$ cat src/rtl/wtm_mul8_sequencer.sv
// 8x8 unsigned multiplier built by time-multiplexing one 4x4 Wallace-tree
// multiplier over the four nibble partial products of the latched operands.

// 4x4 unsigned Wallace-tree multiplier: four shifted partial-product rows
// reduced by two carry-save levels, then one carry-propagate add.
module wallace_tree_multiplier (
  input  logic [3:0] a_i,
  input  logic [3:0] b_i,
  output logic [7:0] p_o
);
  logic [3:0][7:0] pp;
  logic [7:0] s1, c1, s2, c2;

  for (genvar i = 0; i < 4; i++) begin : g_pp
    assign pp[i] = {4'b0, a_i & {4{b_i[i]}}} << i;
  end

  // Two 3:2 compression levels; dropping carries out of bit 7 is exact
  // because the full product never exceeds 225.
  always_comb begin
    s1  = pp[0] ^ pp[1] ^ pp[2];
    c1  = ((pp[0] & pp[1]) | (pp[0] & pp[2]) | (pp[1] & pp[2])) << 1;
    s2  = s1 ^ c1 ^ pp[3];
    c2  = ((s1 & c1) | (s1 & pp[3]) | (c1 & pp[3])) << 1;
    p_o = s2 + c2;
  end
endmodule

module wtm_mul8_sequencer #(
  parameter bit ZERO_BYPASS = 1'b0
) (
  input  logic        clk,
  input  logic        rst_n,
  input  logic        in_valid,
  output logic        in_ready,
  input  logic [7:0]  a,
  input  logic [7:0]  b,
  output logic        out_valid,
  input  logic        out_ready,
  output logic [15:0] product,
  output logic        busy
);
  typedef enum logic [1:0] {IDLE, CALC, DONE} state_e;

  state_e      state_q, state_d;
  logic [1:0]  step_q, step_d;
  logic [7:0]  a_q, a_d, b_q, b_d;
  logic [15:0] acc_q, acc_d, prod_q, prod_d;
  logic        ovld_q, ovld_d;

  logic [3:0]  mul_a, mul_b;
  logic [7:0]  mul_p;
  logic [15:0] part;

  assign in_ready  = (state_q == IDLE);
  assign busy      = (state_q != IDLE);
  assign out_valid = ovld_q;
  assign product   = prod_q;

  // Nibble select and weight of the current partial product; outside CALC
  // the multiplier sits on the step0 selection and its output is unused.
  always_comb begin
    mul_a = a_q[3:0];
    mul_b = b_q[3:0];
    part  = {8'b0, mul_p};
    if (state_q == CALC) begin
      case (step_q)
        2'd1: begin mul_b = b_q[7:4]; part = {4'b0, mul_p, 4'b0}; end
        2'd2: begin mul_a = a_q[7:4]; part = {4'b0, mul_p, 4'b0}; end
        2'd3: begin mul_a = a_q[7:4]; mul_b = b_q[7:4]; part = {mul_p, 8'b0}; end
        default: ;
      endcase
    end
  end

  wallace_tree_multiplier u_wtm (
    .a_i (mul_a),
    .b_i (mul_b),
    .p_o (mul_p)
  );

  // Next-state: accept in IDLE, accumulate one nibble product per CALC
  // cycle, hold the result in DONE until the consumer takes it.
  always_comb begin
    state_d = state_q;
    step_d  = step_q;
    a_d     = a_q;
    b_d     = b_q;
    acc_d   = acc_q;
    prod_d  = prod_q;
    ovld_d  = ovld_q;
    case (state_q)
      IDLE: begin
        if (in_valid) begin
          a_d     = a;
          b_d     = b;
          acc_d   = 16'd0;
          step_d  = 2'd0;
          state_d = CALC;
          if (ZERO_BYPASS && (a == 8'd0 || b == 8'd0)) begin
            prod_d  = 16'd0;
            ovld_d  = 1'b1;
            state_d = DONE;
          end
        end
      end
      CALC: begin
        acc_d  = acc_q + part;
        step_d = step_q + 2'd1;
        if (step_q == 2'd3) begin
          prod_d  = acc_q + part;
          ovld_d  = 1'b1;
          state_d = DONE;
        end
      end
      DONE: begin
        if (out_ready) begin
          ovld_d  = 1'b0;
          state_d = IDLE;
        end
      end
      default: state_d = IDLE;
    endcase
  end

  // State and datapath registers; reset discards any operation in flight.
  always_ff @(posedge clk or negedge rst_n) begin
    if (!rst_n) begin
      state_q <= IDLE;
      step_q  <= 2'd0;
      a_q     <= 8'd0;
      b_q     <= 8'd0;
      acc_q   <= 16'd0;
      prod_q  <= 16'd0;
      ovld_q  <= 1'b0;
    end else begin
      state_q <= state_d;
      step_q  <= step_d;
      a_q     <= a_d;
      b_q     <= b_d;
      acc_q   <= acc_d;
      prod_q  <= prod_d;
      ovld_q  <= ovld_d;
    end
  end
endmodule

$ cat config.mk
export PLATFORM = sky130hd
export DESIGN_NAME = wtm_mul8_sequencer
export DESIGN_NICKNAME = d
export VERILOG_FILES = /design/src/rtl/wtm_mul8_sequencer.sv
export SDC_FILE = /design/constraint.sdc
export NUM_CORES = 1
export LEC_CHECK = 0
export CAP_MARGIN = 15
export CORE_MARGIN = 2
export CORE_UTILIZATION = 57
export DETAILED_ROUTE_END_ITERATION = 10
export MAX_ROUTING_LAYER = met4
export PLACE_DENSITY = 0.77
export SLEW_MARGIN = 20
export SYNTH_ARGS = -nofsm -noshare
export SYNTH_HDL_FRONTEND = slang
export SYNTH_HIERARCHICAL = 1
export SYNTH_SLANG_ARGS = --single-unit
$ cat constraint.sdc
create_clock -name clk -period 5.84 [get_ports clk]
set_input_delay 1.46 -clock clk [delete_from_list [all_inputs] [get_ports clk]]
set_output_delay 1.46 -clock clk [all_outputs]
set_load 0.005 [all_outputs]
==> metrics.md, run 1 <==
| Metric | Value |
|---|---|
| Antenna cells | `0` |
| Multiplexer share of the synthesized area | `0.08641` |
| DIE WIDTH | `83.37 µm` |
| Cells after Synth | `389` |
| HP Class | `reg2reg` |
| Remaining antenna violation count after routing | `0` |
| Synth Register Bits | `53` |
| Worst Skew | `0.009154 ns` |
| Required time of the critical path | `6.03 ns` |
| Post-synth top area cell | `dfrtp_1` |
| Startpoint types | `flip-flop` |
| Count of pins over their slew limit | `0` |
| Fraction of layout cells with a size suffix above 1 | `0.1036` |
| Ranking of synthesized cells by area | `dfrtp_1 37%, ha_1 9.1%, mux2_2 7.5%` |
| Routability cong. | `0.9022` |
| Skew-Pair Late Insertion Delay | `0.31 ns` |
| Initial antenna violation count | `0` |
| Vias per cell | `5.865` |
| Period minus WS final | `5.462 ns` |
| Critical path startpoint | `step_q[0]$_DFFE_PN0P_` |
| Synthesized area | `0.003591 mm²` |
| Main combinational cell family by area after synthesis | `simple AND/OR/NAND/NOR gates` |
| Post-layout util | `0.6802` |
| Cell family with most CP delay | `adder cells` |
| Worst reg2reg path depth | `22` |
| Top_reg_cell synth | `dfrtp_1` |
| Seq/Total Area, Yosys | `0.3693` |
| Drc violations | `0` |
| Max-Cap Viols | `0` |
| Layer with the highest usage | `met2` |
| # H-tree levels | `2` |
| Slew at the pin closest to its max-slew limit | `1.019 ns` |
| Post-CTS Repair Setup Buffers | `0` |
| IO buf count | `38` |
| Synth top cells by count | `64 x nand2_1, 53 x dfrtp_1, 26 x ha_1` |
| WHS | `0.4885 ns` |
| Sink Count | `53` |
| Final net count | `468` |
| WP depth | `22` |
| EDFF count, synth | `0` |
| P&R area growth vs syn | `13.48%` |
| DIE AREA | `0.006951 mm²` |
| Net count after synthesis | `442` |
| WP data arrival | `5.66 ns` |
| Met1 global-route usage | `0.3272` |
| Sequential cell area | `0.001326 mm²` |
| Crit path kind | `reg2reg` |
| YS warnings | `6` |
| Met3 GRT Util | `0.03479` |
| Die height | `83.37 µm` |
| Worst setup EP type | `flip-flop` |
| Ys async rst share | `1.000` |
| DRT Pass-1 Iters | `4` |
| Largest net degree at the start of global routing | `54` |
| Fmax | `183.1 MHz` |
| Setup Viol. Count Final | `0` |
| Synthesized area per cell | `9.231 µm²` |
| Reg2Reg Setup Slack | `0.38 ns` |
| Worst r2r src | `step_q[0]$_DFFE_PN0P_` |
| Area occupied by multi-input gates | `0.002115 mm²` |
| Fill count | `466` |
| Crit-path max FO | `13` |
| Simple-Gate Fraction of Synth Area | `0.1986` |
| RSZ-0062 raised after global routing | `false` |
| Clock tree from TritonCTS | `done` |
| Post-Synth Adder-Cell Area | `0.1296` |
| Critical Path Max Stage Delay | `0.54 ns` |
| HPWL after DPL | `5594 µm` |
| Post-Synth XOR/XNOR Area | `0.02683` |
| Post-synthesis cell type count | `52` |
| Clock buffer count from CTS | `5` |
| Total congestion overflow | `0` |
| Met2 Usage GRT | `0.3761` |
| Most frequent cell after synthesis | `nand2_1` |
| Initial core utilization | `0.5994` |
| Via Count | `2874` |
| Outcome | `finished clean` |
| Slowest CP cell | `fa_1` |
| Yosys top cell area share | `0.3693` |
| Final Hold Viols | `0` |
| Overall Global Routing Usage | `0.2369` |
| Core area | `0.005991 mm²` |
| Final wirelength | `7696 µm` |
| Setup crit end | `acc_q[14]$_DFFE_PN0P_` |
| Worst path bufs/invs | `2` |
| Global-route wire length before repair | `13350 µm` |
| Worst-path cell chain | `ha_1 > nor2_1 > nor2_1 > mux2_2 > nand2_1 > fa_1 > inv_1 > fa_1 > ha_1 > inv_1 > fa_1 > nor2b_1 > o21ai_0 > nand2b_1 > a22oi_1 > nor2_1 > ha_1 > a21oi_2 > o21bai_1 > a21oi_1 > mux2i_1 > nand3_1` |
| Vias in the first global route | `2850` |
| # rows | `28` |
| Clock root buffer | `clkbuf_8` |
| Ports | `39` |
| Worst-case clock buffer depth | `2` |
| Synth Area in Compound Gates | `0.1443` |
| Setup_tns | `0 ns` |
| R2r endpoint | `acc_q[14]$_DFFE_PN0P_` |
| DR WL/cell | `15.71 µm` |
| CTS clock-pin slew for the worst setup and hold paths | `0.10 ns` |
| Initial drt markers | `179` |
| Slew HR | `0.3188` |
| Period utilization | `0.9353` |
## how the worst min path moves through the flow
stage,endpoint,depth (start not counted),start
final,product[7]$_DFFE_PN0P_,2,product[7]$_DFFE_PN0P_
after global routing,product[0]$_DFFE_PN0P_,2,product[0]$_DFFE_PN0P_
after CTS,product[8]$_DFFE_PN0P_,2,product[8]$_DFFE_PN0P_
after detailed placement,product[0]$_DFFE_PN0P_,2,product[0]$_DFFE_PN0P_
after global placement,product[0]$_DFFE_PN0P_,2,product[0]$_DFFE_PN0P_
after floorplan,acc_q[10]$_DFFE_PN0P_,2,acc_q[10]$_DFFE_PN0P_
## worst reg2reg max path, delay by kind of cell, from the launching register on
| family | cells | cell delay (ns) |
|---|---|---|
| flip-flops | 1 | 0.42 |
| AO/OA/AOI/OAI | 5 | 0.90 |
| AND/OR/NAND/NOR | 7 | 0.99 |
| adder cells (fa/ha/maj) | 6 | 2.40 |
| buffers and inverters | 2 | 0.12 |
| multiplexers | 2 | 0.51 |
## registers in the layout, summed over array words and instances (netlist names)
signal and flops:
acc_q 16, product 16, a_q 8, b_q 8
state_q 2, step_q 2, out_valid 1
## layer usage
metal / vias up / share of wire
li1: 1426 / -
met1: 1385 / 0.47
met5: - / 0
met2: 54 / 0.48
met3: 9 / 0.037
met4: 0 / 0.0094
## logic make-up after synthesis
| group | after synthesis |
|---|---|
| AOI/OAI and AO/OA | 77 |
| xor gates and xnor gates | 11 |
| adders and majority gates | 33 |
| buffers and inverters | 36 |
| DFF | 53 |
| muxes | 28 |
| and+or+nand+nor | 151 |
## per-stage QoR
step	cells	area [µm²]	setup WS, ns
finish	490	4075	0.3780
floorplan	389	3591	1.043
global route	490	4075	0.01233
global placement	483	3974	0.5643
detailed placement	483	3974	0.3911
CTS	490	4064	0.3497
## layout by cell type (no fill, tap or decap), types with 2 or more instances in the layout
cell type / instances
nand2b_1: 3
nand3_1: 15
dfrtp_1: 53
or4_1: 2
ha_1: 26
clkdlybuf4s50_1: 37
o21ai_0: 18
and3_1: 5
a21oi_1: 13
o22ai_1: 8
o311ai_0: 2
a21oi_2: 2
o31ai_1: 3
a32oi_1: 2
buf_4: 3
and2_1: 18
clkbuf_8: 6
xor2_1: 4
mux2i_1: 4
nor2b_1: 2
a22oi_1: 4
nor2_1: 22
nor3_1: 5
fa_1: 7
o2111ai_1: 2
nand2_1: 64
a211o_1: 3
a21o_1: 3
nor4_1: 2
nand4_1: 7
inv_1: 14
or3_1: 2
mux2_2: 24
xnor2_1: 7
o21bai_1: 4
## final cells by class
cell class / instances / area share
multi-input combinational: 300 / 0.5189
sequential: 53 / 0.3255
timing repair buffer: 41 / 0.09764
tap: 75 / 0.02303
clock buffer: 6 / 0.02026
inverter: 14 / 0.01290
clock inverter: 1 / 0.001842
## what timing repair did
item	CTS	global route
hold buffers	0	0
endpoints found under the setup margin	0	4
resized for setup	0	2
Power of run 1 is not shown: default switching activity piles up to over one toggle a cycle in this logic, so the estimate is an artifact.
==> inputs of run 2 (changes only) <==
- MAX_ROUTING_LAYER: met4 -> default
==> metrics.md, run 2 (same netlist as run 1, synthesis figures left out) <==
| Metric | Value |
|---|---|
| Outcome | `finished clean` |
| Final net count | `469 (+0.21%)` |
| Vias per cell | `5.892 (+0.46%)` |
| Reg2Reg Setup Slack | `0.36 ns (-0.02 ns)` |
| Sink Count | `53 (unchanged)` |
| Remaining antenna violation count after routing | `0 (unchanged)` |
| Worst reg2reg path depth | `20 (-9.1%)` |
| Worst Skew | `0.01023 ns (+0.001080 ns)` |
| Setup Viol. Count Final | `0 (unchanged)` |
| Largest net degree at the start of global routing | `54 (unchanged)` |
| DIE WIDTH | `83.37 µm (unchanged)` |
| Clock root buffer | `clkbuf_8` |
| Initial core utilization | `0.5994 (unchanged)` |
| Slew at the pin closest to its max-slew limit | `0.9981 ns (-0.02125 ns)` |
| Hold Path Origin | `product[4]$_DFFE_PN0P_` |
| Min-Delay Endpoint | `product[4]$_DFFE_PN0P_` |
| # rows | `28 (unchanged)` |
| Period utilization | `0.9384 (+0.003100)` |
| Total congestion overflow | `0 (unchanged)` |
| Count of pins over their slew limit | `0 (unchanged)` |
| HPWL after DPL | `5748 µm (+2.7%)` |
| Vias in the first global route | `2826 (-0.84%)` |
| Pre-CTS WS | `0.4055 ns (+0.01447 ns)` |
| DRT Pass-1 Iters | `5 (+1)` |
| Routability cong. | `0.8948 (-0.82%)` |
| Period minus WS final | `5.480 ns (+0.01810 ns)` |
| Initial drt markers | `170 (-5.0%)` |
| Setup_tns | `0 ns (unchanged)` |
| Startpoint types | `flip-flop` |
| Required time of the critical path | `6.00 ns (-0.03 ns)` |
| Crit path kind | `reg2reg` |
| Overall Global Routing Usage | `0.2307 (-0.006177)` |
| Core area | `0.005991 mm² (unchanged)` |
| Critical Path Max Stage Delay | `0.53 ns (about the same)` |
| Worst-case clock buffer depth | `2 (unchanged)` |
| Worst r2r src | `step_q[0]$_DFFE_PN0P_` |
| Commonest non-fill, non-tap cell in the layout | `nand2_1` |
| Initial antenna violation count | `0 (unchanged)` |
| Drc violations | `0 (unchanged)` |
| CTS clock-pin slew for the worst setup and hold paths | `0.10 ns (about the same)` |
| Global-route wire length before repair | `13280 µm (-0.57%)` |
| Post-CTS Repair Setup Buffers | `0 (unchanged)` |
| P&R area growth vs syn | `13.83%` |
| Clock buffer count from CTS | `5 (unchanged)` |
| Max-Cap Viols | `0 (unchanged)` |
| RSZ-0062 raised after global routing | `false` |
| R2r endpoint | `product[10]$_DFFE_PN0P_` |
| Crit-path max FO | `10 (-3)` |
| Worst path bufs/invs | `2 (unchanged)` |
| HP Class | `reg2reg` |
| Ports | `39 (unchanged)` |
| Highest-count cells in the layout ignoring fill and taps | `64 x nand2_1, 53 x dfrtp_1, 37 x clkdlybuf4s50_1` |
| Skew-Pair Late Insertion Delay | `0.31 ns (about the same)` |
| Worst-path cell chain | `ha_1 > nor2_1 > nor2_1 > mux2_2 > nand2_1 > fa_1 > inv_1 > fa_1 > ha_1 > inv_1 > fa_1 > xnor2_1 > nand2_1 > nand2_1 > ha_1 > and3_2 > a221o_2 > a211o_1 > xnor2_1 > o21ai_0` |
| Worst setup EP type | `flip-flop` |
| Fmax | `182.5 MHz (-0.33%)` |
| Fraction of layout cells with a size suffix above 1 | `0.1055 (+0.001901)` |
| IO buf count | `38 (unchanged)` |
| WP data arrival | `5.64 ns (-0.02 ns)` |
| Final wirelength | `7810 µm (+1.5%)` |
| Clock tree from TritonCTS | `done` |
| Die height | `83.37 µm (unchanged)` |
| # H-tree levels | `2 (unchanged)` |
| DR WL/cell | `15.87 µm (+1.1%)` |
| Via Count | `2899 (+0.87%)` |
| DIE AREA | `0.006951 mm² (unchanged)` |
| Cell family with most CP delay | `adder cells` |
| Hold-critical path depth | `2 (unchanged)` |
| Final Hold Viols | `0 (unchanged)` |
| WHS | `0.4870 ns (-0.001523 ns)` |
| Final worst setup slack | `0.3599 ns (-0.01810 ns)` |
| Slew HR | `0.3330 (+0.01420)` |
| Antenna cells | `0 (unchanged)` |
| Slowest CP cell | `fa_1` |
run 2: cell count changes in the layout (fill, tap and decap cells not counted), sizes merged:
cell / delta
clkinv: +1
clkinvlp: -1
inv: +1
buf: +1
run 2: final cells by class:
cell class              instances  area (µm²)
clock buffers                   6       72.57
clock inverters                 2       13.76
fillers                       491        1903
inverters                      14       52.55
multi-input cells             300        2116
flip-flops and latches         53        1326
well taps                      75       93.84
repair buffers                 42       412.9
run 2: worst max path at each step:
stage	start	endpoint	slack, ns	cells past startpoint
floorplan	step_q[0]$_DFFE_PN0P_	acc_q[14]$_DFFE_PN0P_	1.04	21
global route	step_q[0]$_DFFE_PN0P_	product[14]$_DFFE_PN0P_	0.05	20
finish	step_q[0]$_DFFE_PN0P_	product[10]$_DFFE_PN0P_	0.36	20
CTS	step_q[0]$_DFFE_PN0P_	product[12]$_DFFE_PN0P_	0.36	20
detailed placement	step_q[0]$_DFFE_PN0P_	product[12]$_DFFE_PN0P_	0.41	20
global placement	step_q[0]$_DFFE_PN0P_	product[12]$_DFFE_PN0P_	0.58	20
run 2: routing by layer:
| metal | up-vias | track usage | routed length, µm | part of all wire |
|---|---|---|---|---|
| met1 | 1391 | 0.3182 | 3612 | 0.46 |
| met5 | - | 0 | 0 | 0 |
| met2 | 73 | 0.3915 | 3802 | 0.49 |
| met3 | 10 | 0.03280 | 324 | 0.041 |
| li1 | 1425 | - | - | - |
| met4 | 0 | 0.04173 | 70 | 0.0090 |
run 2: stage by stage:
| step | std cells | instance area [µm²] | util |
|---|---|---|---|
| after floorplan | 389 | 3591 | - |
| after global placement | 483 | 3974 | 0.6633 |
| after detailed placement | 484 | 3989 | 0.6658 |
| after CTS | 492 | 4075 | 0.6802 |
| after global routing | 492 | 4088 | 0.6823 |
| final | 492 | 4088 | 0.6823 |
run 2: repair_timing:
action | in CTS | in global routing
endpoints found under the setup margin | 0 | 3
hold buffers | 0 | 0
resized for setup | 0 | 3
run 2: tightest hold or removal path, delay by kind of cell, from the launching register on:
kind / cells / cell delay (ns)
AO/OA/AOI/OAI: 1 / 0.06
flip-flops: 1 / 0.35
AND/OR/NAND/NOR: 1 / 0.04
Power of run 2 is left out for the same reason.
==> inputs of run 3 (changes only) <==
- ABC_AREA: default -> 1
- CORE_MARGIN: 2 -> 8
==> metrics.md, run 3 <==
| Metric | Value |
|---|---|
| Vias per cell | `5.162 (-12%)` |
| Synthesized area | `0.003707 mm² (+3.2%)` |
| Crit path kind | `reg2reg` |
| Fraction of layout cells with a size suffix above 1 | `0.03971 (-0.06580)` |
| Highest-count cells in the layout ignoring fill and taps | `215 x nand2_1, 78 x inv_1, 53 x dfrtp_1` |
| Synth Register Bits | `53 (unchanged)` |
| P_leak | `2.390 nW` |
| Clock tree from TritonCTS | `done` |
| Drc violations | `0 (unchanged)` |
| Post-CTS Repair Setup Buffers | `0 (unchanged)` |
| Setup_tns | `0 ns (unchanged)` |
| Skew-Pair Late Insertion Delay | `0.31 ns (about the same)` |
| Clk pwr share | `0.100` |
| Yosys top cell area share | `0.3577 (-0.01159)` |
| Period minus WS final | `5.313 ns (-0.1666 ns)` |
| Slew HR | `0.5430 (+0.2100)` |
| Cells after Synth | `517 (+33%)` |
| Ranking of synthesized cells by area | `dfrtp_1 36%, nand2_1 22%, ha_1 8.8%` |
| Post-synth top area cell | `dfrtp_1` |
| Commonest non-fill, non-tap cell in the layout | `nand2_1` |
| Most frequent cell after synthesis | `nand2_1` |
| Max-Cap Viols | `0 (unchanged)` |
| DRT Pass-1 Iters | `5 (unchanged)` |
| # H-tree levels | `2 (unchanged)` |
| Cell family with most CP delay | `adder cells` |
| Pwr Density | `612.7 mW/mm²` |
| HP Class | `reg2reg` |
| YS warnings | `6 (unchanged)` |
| Initial drt markers | `194 (+14%)` |
| Final net count | `606 (+29%)` |
| Worst setup EP type | `flip-flop` |
| Net count after synthesis | `570 (+29%)` |
| Antenna cells | `0 (unchanged)` |
| Combinational fraction of design power | `0.661` |
| CTS resizes | `0 (unchanged)` |
| WP data arrival | `5.52 ns (-0.12 ns)` |
| Remaining antenna violation count after routing | `0 (unchanged)` |
| DR WL/cell | `13.60 µm (-14%)` |
| Sequential share of power | `0.240` |
| Final Hold Viols | `0 (unchanged)` |
| Post-layout util | `0.6694 (-0.01289)` |
| DIE WIDTH | `96.65 µm (+16%)` |
| Global-route wire length before repair | `15290 µm (+15%)` |
| Sw Pwr | `0.001289 W` |
| DP Cell Count | `623 (+29%)` |
| Clock root buffer | `clkbuf_8` |
| Worst Skew | `0.005544 ns (-0.004689 ns)` |
| CTS clock-pin slew for the worst setup and hold paths | `0.10 ns (about the same)` |
| Ys async rst share | `1.000 (unchanged)` |
| Switching part of the total | `0.4976` |
| Seq/Total Area, Yosys | `0.3577 (-0.01159)` |
| Worst path bufs/invs | `5 (+3)` |
| Fmax | `188.2 MHz (+3.1%)` |
| Setup Viol. Count Final | `0 (unchanged)` |
| P&R area growth vs syn | `14.01%` |
| Sink Count | `53 (unchanged)` |
| Overall Global Routing Usage | `0.1891 (-0.04160)` |
| Final Cell Area | `0.004227 mm² (+3.4%)` |
| DIE AREA | `0.009340 mm² (+34%)` |
| Ports | `39 (unchanged)` |
| Layout Cells excl Fill | `631 (+28%)` |
| Die height | `96.65 µm (+16%)` |
| Clock buffer count from CTS | `5 (unchanged)` |
| Peak supply drop | `0.0004074 V` |
| Period utilization | `0.9098 (-0.02853)` |
| Largest net degree at the start of global routing | `54 (unchanged)` |
| Final wirelength | `8582 µm (+9.9%)` |
| Initial antenna violation count | `0 (unchanged)` |
| Synthesized area per cell | `7.171 µm² (-22%)` |
| Synth top cells by count | `215 x nand2_1, 78 x inv_1, 53 x dfrtp_1` |
| RSZ-0062 raised after global routing | `false` |
| Post-synthesis cell type count | `30 (-42%)` |
| WHS | `0.4800 ns (-0.006956 ns)` |
| Most frequent cell on the critical path | `nand2_1` |
| Slowest CP cell | `fa_1` |
| Worst-case clock buffer depth | `2 (unchanged)` |
| Routability cong. | `0.8979 (+0.35%)` |
| EDFF count, synth | `0 (unchanged)` |
| Count of pins over their slew limit | `0 (unchanged)` |
| Hold Buf Count CTS | `0 (unchanged)` |
| Initial core utilization | `0.5872 (-0.01222)` |
| Top_reg_cell synth | `dfrtp_1` |
| Fill count | `589 (+20%)` |
| IO buf count | `38 (unchanged)` |
| Worst-path cell chain | `inv_1 > nand2_4 > inv_4 > o21ai_4 > o21ai_0 > nand2_1 > fa_1 > inv_1 > fa_1 > ha_1 > inv_1 > fa_1 > o21ai_0 > nand2_1 > a21oi_1 > ha_1 > nand2_1 > inv_1 > nand2_1 > nand2_1 > a21oi_1 > nand3_1 > nand3_1 > nand2_1` |
| Startpoint types | `flip-flop` |
| Crit-path max FO | `20 (+10)` |
| Core area | `0.006314 mm² (+5.4%)` |
| HPWL after DPL | `6432 µm (+12%)` |
| Critical Path Max Stage Delay | `0.53 ns (about the same)` |
| Total congestion overflow | `0 (unchanged)` |
| # rows | `29 (+3.6%)` |
| Placed Area | `0.004111 mm² (+3.1%)` |
| Slew at the pin closest to its max-slew limit | `0.6856 ns (-0.3125 ns)` |
| Outcome | `finished clean` |
| Via Count | `3257 (+12%)` |
| Required time of the critical path | `6.05 ns (+0.05 ns)` |
| Int Power | `0.001301 W` |
| Vias in the first global route | `3324 (+18%)` |
## run 3: cell types whose count changed after synthesis, sizes merged, moves of 5 or more
cell / change
and2: -18
and3: -6
clkbuf: -12
inv: +68
mux2: -24
nand2: +153
nand3: +20
nand4: -6
o21ai: +11
o22ai: -5
or2: +5
xnor2: -5
## run 3: worst min-delay path: cells and delay by family (launching register included)
family / cells / cell delay (ns)
flip-flops: 1 / 0.36
AND/OR/NAND/NOR: 2 / 0.09
## run 3: path summary, 6_finish.rpt
kind,start,cells past startpoint,slack (ns),end
hold reg to reg,out_valid$_DFFE_PN0P_,2,0.48,out_valid$_DFFE_PN0P_
setup reg to reg,state_q[1]$_DFFE_PN0P_,24,0.53,product[13]$_DFFE_PN0P_
max in group asynchronous,rst_n,2,4.12,acc_q[7]$_DFFE_PN0P_
hold / removal,out_valid$_DFFE_PN0P_,2,0.48,out_valid$_DFFE_PN0P_
setup / recovery,state_q[1]$_DFFE_PN0P_,24,0.53,product[13]$_DFFE_PN0P_
min in group asynchronous,rst_n,2,1.26,b_q[6]$_DFFE_PN0P_
## run 3: cell families after synthesis
kind of cell	share of synthesized area
and+or+nand+nor	0.3243
buffers and inverters	0.1046
DFF	0.3577
AOI/OAI and AO/OA	0.07594
adders and majority gates	0.1255
xor gates and xnor gates	0.01181
## run 3: per-stage QoR
step / total power [W] / setup WS (ns)
floorplan: 0.001873 / 1.228
global placement: 0.002278 / 0.7354
detailed placement: 0.002318 / 0.5554
CTS: 0.002590 / 0.5282
global route: 0.002867 / 0.1444
finish: 0.002589 / 0.5266
## run 3: power groups by stage
stage	Combinational, W	Clock, W	Sequential, W
after floorplan	0.00126	0	0.000609
after global placement	0.00166	0	0.000620
after detailed placement	0.00169	0	0.000627
after CTS	0.00171	0.000264	0.000620
after global routing	0.00195	0.000276	0.000637
final	0.00171	0.000259	0.000620
## run 3: per-layer routing
layer,part of all wire,global-route usage,vias up
met5,0,0,-
met4,0.015,0.05799,0
met3,0.057,0.03485,16
met2,0.44,0.3042,77
met1,0.48,0.2504,1494
li1,-,-,1670
## run 3: final cells by class
cell class / instances / area [µm²] / share of cell area
multi-input cells: 372 / 1993 / 0.4716
flip-flops and latches: 53 / 1326 / 0.3138
repair buffers: 39 / 382.9 / 0.09059
inverters: 82 / 312.8 / 0.07401
well taps: 77 / 96.34 / 0.02279
clock buffers: 5 / 68.82 / 0.01628
clock inverters: 3 / 46.29 / 0.01095
Note: power is estimated with default switching activity, not from simulation.
